## config.mk

```make
export PLATFORM = sky130hd
export DESIGN_NAME = ps2_kbd_tx_flat
export DESIGN_NICKNAME = d
export VERILOG_FILES = /design/src/rtl/ps2_kbd_tx_if.sv /design/src/rtl/ps2_kbd_tx.sv /design/src/flat_wrapper.sv
export SDC_FILE = /design/constraint.sdc
export NUM_CORES = 1
export LEC_CHECK = 0
export ABC_AREA = 1
export CAP_MARGIN = 10
export CELL_PAD_IN_SITES_DETAIL_PLACEMENT = 0
export CELL_PAD_IN_SITES_GLOBAL_PLACEMENT = 1
export CORE_UTILIZATION = 45
export DETAILED_ROUTE_END_ITERATION = 10
export PLACE_DENSITY = 0.86
export REMOVE_ABC_BUFFERS = 1
export SLEW_MARGIN = 20
export SYNTH_ARGS = -nofsm -noshare
export SYNTH_HDL_FRONTEND = slang
export SYNTH_SLANG_ARGS = --single-unit
```

## constraint.sdc

```tcl
create_clock -name clock -period 3.1 [get_ports clock]
set_input_delay 0.31 -clock clock [delete_from_list [all_inputs] [get_ports clock]]
set_output_delay 0.31 -clock clock [all_outputs]
set_load 0.05 [all_outputs]
```

## src/rtl/ps2_kbd_tx_if.sv

```systemverilog
// Scancode handshake bundle: producer offers bytes, the PS/2 frame generator accepts them.
interface ps2_kbd_tx_if;
    logic       in_valid;
    logic       in_ready;
    logic [7:0] in_data;

    modport master (output in_valid, output in_data, input in_ready);
    modport slave  (input in_valid, input in_data, output in_ready);
endinterface

```

## src/rtl/ps2_kbd_tx.sv

```systemverilog
// PS/2 device-side transmitter: FIFO-buffered scancodes serialised as 11-bit frames
// (start, d0..d7, odd parity, stop) on registered ps2_clk/ps2_data lines.
module ps2_kbd_tx #(
    parameter int unsigned HALF_PERIOD = 16,
    parameter int unsigned GAP_CYCLES  = 32,
    parameter int unsigned FIFO_DEPTH  = 8
) (
    input  logic                          clock,
    input  logic                          resetn,
    ps2_kbd_tx_if.slave                   in_bus,
    output logic                          ps2_clk,
    output logic                          ps2_data,
    output logic                          busy,
    output logic [$clog2(FIFO_DEPTH):0]   level
);
    localparam int unsigned AW = $clog2(FIFO_DEPTH);
    localparam int unsigned HW = $clog2(HALF_PERIOD);
    localparam int unsigned GW = $clog2(GAP_CYCLES + 1);
    localparam int unsigned CW = (HW > GW) ? HW : GW;
    localparam logic [AW:0]   FULL_LVL = (AW + 1)'(FIFO_DEPTH);
    localparam logic [CW-1:0] HP_LAST  = CW'(HALF_PERIOD - 1);
    localparam logic [CW-1:0] GAP_LAST = CW'(GAP_CYCLES - 1);

    typedef enum logic [1:0] {IDLE, HIGH, LOW, GAP} state_t;

    logic [7:0]    mem [FIFO_DEPTH];
    logic [AW:0]   wptr, rptr;
    logic          empty, full, push, pop;
    logic [7:0]    head;

    state_t        state;
    logic [9:0]    rest;
    logic [3:0]    bit_cnt;
    logic [CW-1:0] cnt;

    assign level           = wptr - rptr;
    assign empty           = (wptr == rptr);
    assign full            = (level == FULL_LVL);
    assign in_bus.in_ready = ~full;
    assign push            = in_bus.in_valid & ~full;
    assign pop             = (state == IDLE) & ~empty;
    assign head            = mem[rptr[AW-1:0]];
    assign busy            = (state != IDLE) | ~empty;

    always_ff @(posedge clock) begin
        if (push)
            mem[wptr[AW-1:0]] <= in_bus.in_data;
    end

    always_ff @(posedge clock or negedge resetn) begin
        if (!resetn) begin
            wptr <= '0;
            rptr <= '0;
        end else begin
            if (push)
                wptr <= wptr + 1'b1;
            if (pop)
                rptr <= rptr + 1'b1;
        end
    end

    // The start bit goes straight onto ps2_data at pop time; rest holds the
    // remaining ten bits (d0..d7, parity, stop) and shifts out LSB first.
    always_ff @(posedge clock or negedge resetn) begin
        if (!resetn) begin
            state    <= IDLE;
            ps2_clk  <= 1'b1;
            ps2_data <= 1'b1;
            rest     <= '0;
            bit_cnt  <= '0;
            cnt      <= '0;
        end else begin
            case (state)
                IDLE: begin
                    ps2_clk <= 1'b1;
                    if (pop) begin
                        rest     <= {1'b1, ~^head, head};
                        ps2_data <= 1'b0;
                        bit_cnt  <= '0;
                        cnt      <= '0;
                        state    <= HIGH;
                    end else begin
                        ps2_data <= 1'b1;
                    end
                end
                HIGH: begin
                    if (cnt == HP_LAST) begin
                        cnt     <= '0;
                        ps2_clk <= 1'b0;
                        state   <= LOW;
                    end else begin
                        cnt <= cnt + 1'b1;
                    end
                end
                LOW: begin
                    if (cnt == HP_LAST) begin
                        cnt     <= '0;
                        ps2_clk <= 1'b1;
                        if (bit_cnt == 4'd10) begin
                            ps2_data <= 1'b1;
                            state    <= GAP;
                        end else begin
                            bit_cnt  <= bit_cnt + 1'b1;
                            ps2_data <= rest[0];
                            rest     <= {1'b0, rest[9:1]};
                            state    <= HIGH;
                        end
                    end else begin
                        cnt <= cnt + 1'b1;
                    end
                end
                GAP: begin
                    ps2_clk  <= 1'b1;
                    ps2_data <= 1'b1;
                    if (cnt == GAP_LAST) begin
                        cnt   <= '0;
                        state <= IDLE;
                    end else begin
                        cnt <= cnt + 1'b1;
                    end
                end
                default: begin
                    state    <= IDLE;
                    ps2_clk  <= 1'b1;
                    ps2_data <= 1'b1;
                end
            endcase
        end
    end
endmodule

```

## src/flat_wrapper.sv

```systemverilog
// flat-port wrapper written by rule: the top's interface ports become plain ports
module ps2_kbd_tx_flat 
#(
    parameter int unsigned HALF_PERIOD = 16,
    parameter int unsigned GAP_CYCLES  = 32,
    parameter int unsigned FIFO_DEPTH  = 8
)
  (clock, resetn, ps2_clk, ps2_data, busy, level, in_bus_in_valid, in_bus_in_data, in_bus_in_ready);
  ps2_kbd_tx_if in_bus_i ();
  input  logic clock;
  input  logic resetn;
  output logic ps2_clk;
  output logic ps2_data;
  output logic busy;
  output logic [$clog2(FIFO_DEPTH):0] level;
  input wire logic [$bits(in_bus_i.in_valid)-1:0] in_bus_in_valid;
  input wire logic [$bits(in_bus_i.in_data)-1:0] in_bus_in_data;
  output wire logic [$bits(in_bus_i.in_ready)-1:0] in_bus_in_ready;
  assign in_bus_i.in_valid = in_bus_in_valid;
  assign in_bus_i.in_data = in_bus_in_data;
  assign in_bus_in_ready = in_bus_i.in_ready;
  ps2_kbd_tx #(.HALF_PERIOD(HALF_PERIOD), .GAP_CYCLES(GAP_CYCLES), .FIFO_DEPTH(FIFO_DEPTH)) u_core (.clock(clock), .resetn(resetn), .in_bus(in_bus_i), .ps2_clk(ps2_clk), .ps2_data(ps2_data), .busy(busy), .level(level));
endmodule
```

==> key figures, run 1 <==
Global routing
  – Tot GR Track Use: 18.9%
  – Total grt overflow: 0
  – Vias in the first global route: 3260
  – Largest net degree at the start of global routing: 35
  – First-pass GRT wire length: 16.2 mm
  – Initial antenna violation count: 0

Clock tree
  – Clock Latency Late Sink: 0.35 ns
  – Total setup buffers inserted after CTS: 0
  – Num CTS Buffers: 9
  – Root buffer cell: clkbuf_8
  – H-tree lvl count: 3
  – Cts hold-fix bufs: 0
  – Worst-path clk slew: 0.09 ns
  – PostCTS Resize Cnt: 0
  – Max clock buf depth: 2
  – TritonCTS clock tree: built
  – Clock sink count: 96

Timing
  – Worst slew margin: 55.6%
  – Final Setup Violations: 0
  – Slew Limit Fails: 0
  – Period utilization: 93.0%
  – Slew @ Worst Pin: 0.664 ns
  – Unrepaired setup endpoints after global routing: false
  – Setup TNS: 0 ns
  – Max frequency: 0.347 GHz
  – Final setup skew: 0.0150 ns
  – Final hold viol count: 0
  – Crit path time final: 2.88 ns

Final layout
  – Storage cell area: 2730 sq um
  – Share of cells above drive strength 1: 8.11%
  – Commonest non-fill, non-tap cell in the layout: nand2_1
  – N_diodes: 0
  – Area Growth Syn to Fin: 9.17%
  – Nets: 587
  – Most frequent cells in the layout: 188 x nand2_1, 72 x inv_1, 64 x edfxtp_1, 50 x nand3_1
  – Footprint of the multi-input gates: 1740 sq um
  – Fillers: 987

Setup path
  – RR Startpoint: u_core.wptr[0]
  – CP endpoint: u_core.mem[4][3]
  – Reg2reg end: u_core.mem[4][3]
  – Reg2reg setup slack: 0.22 ns
  – Worst Setup Start Kind: flip-flop
  – Reg2reg path depth: 11
  – Critical Path Fanout Max: 8
  – Crit Path Class: flip-flop to flip-flop
  – Crit. Startpoint: u_core.wptr[0]
  – Worst Path Arrival: 2.86 ns
  – Worst Setup End Kind: flip-flop
  – Worst EP required: 3.08 ns

Outcome
  – Outcome: finished clean

Routing
  – Via-to-Cell Ratio: 4.97
  – DRC marker count from the first detailed-route iteration: 226
  – Detail Route Antenna Nets: 0
  – Routed len/inst: 14.3 um
  – First-pass detailed-route iteration total: 4
  – Via count: 3495
  – DRC: 0
  – Total wire length: 10.0 mm

Synth
  – Most common flop cell mapped by yosys: edfxtp_1
  – Cell count after synthesis: 545
  – Netlist Area Pre-Place: 4910 sq um
  – Netlist cell types: 37
  – Synthesis-stage register bit count: 96
  – Syn Area/Cell: 9.01 sq um
  – Seq/Total Area, Yosys: 55.5%
  – Ys Warns: 0
  – Number of synthesized flops with an enable pin: 64
  – Async SR Flop Fraction: 33.3%

Pwr
  – Sw frac: 32.9%
  – Max VDD drop: 0.432 mV
  – Logic pwr share: 26.3%
  – Cell Pwr Density: 609 nW/um^2
  – LEAKAGE: 2.46 nW
  – Design Power: 3.26 mW
  – Switching pwr: 1.07 mW
  – Clock share of power: 24.9%
  – Reg power frac: 48.9%
  – P_int: 2.19 mW

Floorplanning
  – Die height: 106 um
  – I/O Pins: 19
  – Initial Utilization: 47.0%
  – Die area: 11300 sq um
  – Core area: 10500 sq um
  – # rows: 37
  – Die width: 106 um

Place
  – Port bufs: 18
  – Hpwl dp: 7.18 mm
  – RD Place Congestion: 0.897

Min path
  – Hold Path Class: primary input to asynchronous set/reset pin

Job
  – Max cap viols: 0
[metal layers]
metal  GRT usage [%]  part of all wire (%)  routed length, um
met2            31.8                    49               4940
met3            2.70                   4.4                445
met4            5.58                   1.6                165
met1            25.4                    45               4470
met5               0                     0                  0
[Yosys cell counts (2+ instances only)]
cell type,n,share of area [%]
a21oi_1,10,1.0
inv_1,72,5.5
o31ai_1,2,0.31
ha_1,13,3.3
buf_6,8,1.8
nor2_4,2,0.46
a31oi_1,2,0.25
edfxtp_1,64,39
buf_4,4,0.61
xnor2_1,2,0.36
o21ai_1,8,0.82
nor2_2,2,0.25
xor2_1,8,1.4
nor3_4,2,0.66
nand2_1,188,14
inv_6,2,0.36
nand2_2,4,0.51
dfstp_2,2,1.1
nor3_1,2,0.20
o21ai_0,18,1.8
nand3_1,50,5.1
buf_2,5,0.51
nor2_1,30,2.3
inv_2,3,0.23
dfrtp_1,30,15
[power groups by stage]
stage / Sequential (mW) / Combinational, mW / Clock (mW)
floorplan: 1.61 / 0.580 / 0
global placement: 1.62 / 0.844 / 0
detailed placement: 1.62 / 0.861 / 0
CTS: 1.60 / 0.863 / 0.836
global route: 1.61 / 0.937 / 0.882
finish: 1.60 / 0.857 / 0.811
[per-stage QoR]
step	utilization (%)	hold slack [ns]	cell area (sq um)	worst slack, ns	instances
final	51.3	0.355	5360	0.217	703
after global routing	51.3	0.401	5360	0.00611	703
after CTS	51.3	0.364	5360	0.226	703
after floorplan	-	0.0144	4770	-0.722	528
after global placement	49.4	0.470	5170	0.316	687
after detailed placement	49.4	0.470	5170	0.237	687
[worst min path at each step]
| stage | from | to | slack, ns | depth (start not counted) |
|---|---|---|---|---|
| floorplan | resetn | u_core.bit_cnt[0] | 0.01 | 0 |
| global placement | u_core.rest[1] | u_core.rest[1] | 0.47 | 2 |
| detailed placement | u_core.rest[8] | u_core.rest[8] | 0.47 | 2 |
| CTS | resetn | u_core.wptr[2] | 0.36 | 2 |
| global route | resetn | u_core.rptr[2] | 0.40 | 2 |
| finish | resetn | u_core.rest[1] | 0.35 | 2 |
[sequential cells by signal, summed over array words and instances, names as in the netlist]
signal / flops
u_core.rptr: 4
u_core.rest: 10
u_core.cnt: 6
u_core.ps2_clk: 1
u_core.state: 2
u_core.ps2_data: 1
u_core.wptr: 4
u_core.bit_cnt: 4
u_core.mem: 64
[critical path, stage by stage, from the launching register on]
cell and delay, ns:
dfrtp_1 0.44, inv_1 0.09, ha_1 0.13, inv_1 0.06, fa_1 0.37, xor2_1 0.31, nor3_1 0.10, nand2_2 0.12
nand2_2 0.07, inv_2 0.10, nand2_1 0.17, nor2_1 0.55
[cells by family after synthesis]
| logic type | synth area share (%) |
|---|---|
| buffers and inverters | 9.17 |
| flip-flops | 55.5 |
| adder cells (fa/ha/maj) | 3.72 |
| XOR/XNOR | 1.78 |
| multiplexers | 0.204 |
| AO/OA/AOI/OAI | 4.69 |
| AND/OR/NAND/NOR | 25.0 |
[area by class of cell]
type                       count  share of cell area [%]
sequential                    96                    50.8
tap                          136                    3.17
clock inverter                 5                    1.19
clock buffer                  11                    2.45
timing repair buffer          23                    4.29
inverter                      78                    5.69
multi-input combinational    354                    32.4
Power figures use the tool's default switching activity.
==> run 2, diff against run 1 <==
--- a/config.mk
+++ b/config.mk
@@ -13,7 +13,7 @@
 export DETAILED_ROUTE_END_ITERATION = 10
 export PLACE_DENSITY = 0.86
 export REMOVE_ABC_BUFFERS = 1
-export SLEW_MARGIN = 20
+export SLEW_MARGIN = 0
 export SYNTH_ARGS = -nofsm -noshare
 export SYNTH_HDL_FRONTEND = slang
 export SYNTH_SLANG_ARGS = --single-unit
==> constraint.sdc (replaced) <==
create_clock -name clock -period 3 [get_ports clock]
set_input_delay 0.3 -clock clock [delete_from_list [all_inputs] [get_ports clock]]
set_output_delay 0.3 -clock clock [all_outputs]
set_load 0.05 [all_outputs]
==> run 2 against run 1 <==
  * Flip-flop and latch count is the same
  * Combinational power grew 12%
  * Clock-buffer cell count did not move
  * Critical endpoint is now u_core.mem[4][2]
==> key figures, run 2 (synthesis gave the netlist of run 1 again) <==
Outcome
  – Outcome: finished clean

Setup path
  – Worst EP required: 3.01 ns
  – Top Family by Delay on Critical Path: simple AND/OR/NAND/NOR gates
  – Crit Path Class: flip-flop to flip-flop
  – Worst Path Arrival: 2.68 ns
  – Critical Path Fanout Max: 8
  – Reg2reg path depth: 11
  – Largest stage delay, worst path: 0.49 ns
  – CP bufs+invs: 3
  – Worst path cell trace: inv_1 -> ha_1 -> inv_1 -> fa_1 -> xor2_1 -> nor3_1 -> nand2_2 -> nand2_2 -> inv_2 -> nand2_1 -> nor2_1
  – Slowest CP cell: nor2_1
  – Worst Setup End Kind: flip-flop
  – Crit. path cell count: 11
  – Worst Setup Start Kind: flip-flop

Place
  – Inst Count DP: 692
  – Hpwl dp: 7.14 mm
  – Place WS: 0.332 ns
  – Port bufs: 18
  – RD Place Congestion: 0.885
  – Cell Area, Placed: 5220 sq um

Floorplanning
  – Die height: 106 um
  – Die area: 11300 sq um
  – Core area: 10500 sq um
  – Die width: 106 um
  – # rows: 37
  – I/O Pins: 19
  – Initial Utilization: 47.0%

Routing
  – DRC marker count from the first detailed-route iteration: 223
  – Detail Route Antenna Nets: 0
  – Via count: 3494
  – First-pass detailed-route iteration total: 5
  – Total wire length: 9.92 mm
  – DRC: 0
  – Via-to-Cell Ratio: 4.94
  – Routed len/inst: 14.0 um

Pwr
  – Cell Pwr Density: 634 nW/um^2
  – LEAKAGE: 2.50 nW
  – Design Power: 3.43 mW
  – Max VDD drop: 0.624 mV

Clock tree
  – Clock sink count: 96
  – Num CTS Buffers: 9
  – Max clock buf depth: 2
  – Cts hold-fix bufs: 0
  – TritonCTS clock tree: built
  – Clock Latency Late Sink: 0.36 ns
  – Total setup buffers inserted after CTS: 0
  – Root buffer cell: clkbuf_8
  – Worst-path clk slew: 0.10 ns
  – H-tree lvl count: 3
  – PostCTS Resize Cnt: 0

Timing
  – Crit path time final: 2.67 ns
  – Slew Limit Fails: 0
  – Slew @ Worst Pin: 0.671 ns
  – Period utilization: 88.8%
  – Max frequency: 0.375 GHz
  – Final Setup Violations: 0
  – Worst slew margin: 55.1%
  – Final hold viol count: 0
  – Unrepaired setup endpoints after global routing: false
  – Final setup skew: 0.00964 ns
  – Final setup margin: 0.335 ns

Job
  – Max cap viols: 0

Final layout
  – Final Util: 51.7%
  – Most frequent cells in the layout: 188 x nand2_1, 72 x inv_1, 64 x edfxtp_1, 50 x nand3_1
  – N_diodes: 0
  – Area Growth Syn to Fin: 10.2%
  – Max reg flops: 64
  – Nets: 592
  – Final Instance Area: 5410 sq um
  – Commonest non-fill, non-tap cell in the layout: nand2_1
  – Share of cells above drive strength 1: 9.27%
  – Fin cells: 708

Min path
  – Hold Path Class: primary input to asynchronous set/reset pin

Global routing
  – Initial antenna violation count: 0
  – Vias in the first global route: 3415
  – First-pass GRT wire length: 17.0 mm
  – Total grt overflow: 0
  – Tot GR Track Use: 19.5%
  – Largest net degree at the start of global routing: 35
run 2: cell count changes in the layout (fill, tap and decap cells not counted):
cell,change
clkbuf_8,+2
clkinv_2,+1
bufinv_16,-1
buf_4,+4
buf_12,+1
clkbuf_1,-2
inv_8,+1
clkinv_4,-1
inv_6,+1
clkinvlp_4,-1
run 2: worst register-to-register path, cell delays in order (launching register included):
cell	delay [ns]
dfrtp_1	0.44
inv_1	0.10
ha_1	0.14
inv_1	0.06
fa_1	0.38
xor2_1	0.20
nor3_1	0.09
nand2_2	0.11
nand2_2	0.07
inv_2	0.10
nand2_1	0.14
nor2_1	0.49
run 2: path summary, 6_finish.rpt:
kind	start	to	slack [ns]
setup / recovery	u_core.wptr[0]	u_core.mem[4][2]	0.33
hold / removal	resetn	u_core.rest[2]	0.34
setup reg to reg	u_core.wptr[0]	u_core.mem[4][2]	0.33
hold reg to reg	u_core.rest[1]	u_core.rest[1]	0.49
max in group asynchronous	resetn	u_core.ps2_data	2.32
min in group clock	u_core.rest[1]	u_core.rest[1]	0.49
run 2: per-layer routing:
metal	routed length, um	GRT usage (%)
met2	4710	31.8
met1	4660	26.7
met5	0	0
met3	412	3.68
met4	134	4.99
run 2: final cells by class:
class,instances,area [sq um]
Clock buffer,11,151
Clock inverter,5,42.5
Fill cell,1003,5050
Inverter,78,305
Multi-Input combinational cell,354,1740
Sequential cell,96,2730
Tap cell,136,170
Timing Repair Buffer,28,280
run 2: report_power, final:
part	leakage, nW	total (mW)	internal [mW]	switching, mW
Sequential	0.976	1.65	1.58	0.0640
Combinational	1.42	0.963	0.352	0.611
Clock	0.103	0.822	0.361	0.462
Total	2.50	3.43	2.30	1.14
run 2: through the flow:
stage	TNS, ns	hold slack [ns]
finish	0	0.339
detailed placement	0	0.471
CTS	0	0.334
floorplan	-50.94	0.00441
global route	0	0.362
global placement	0	0.469
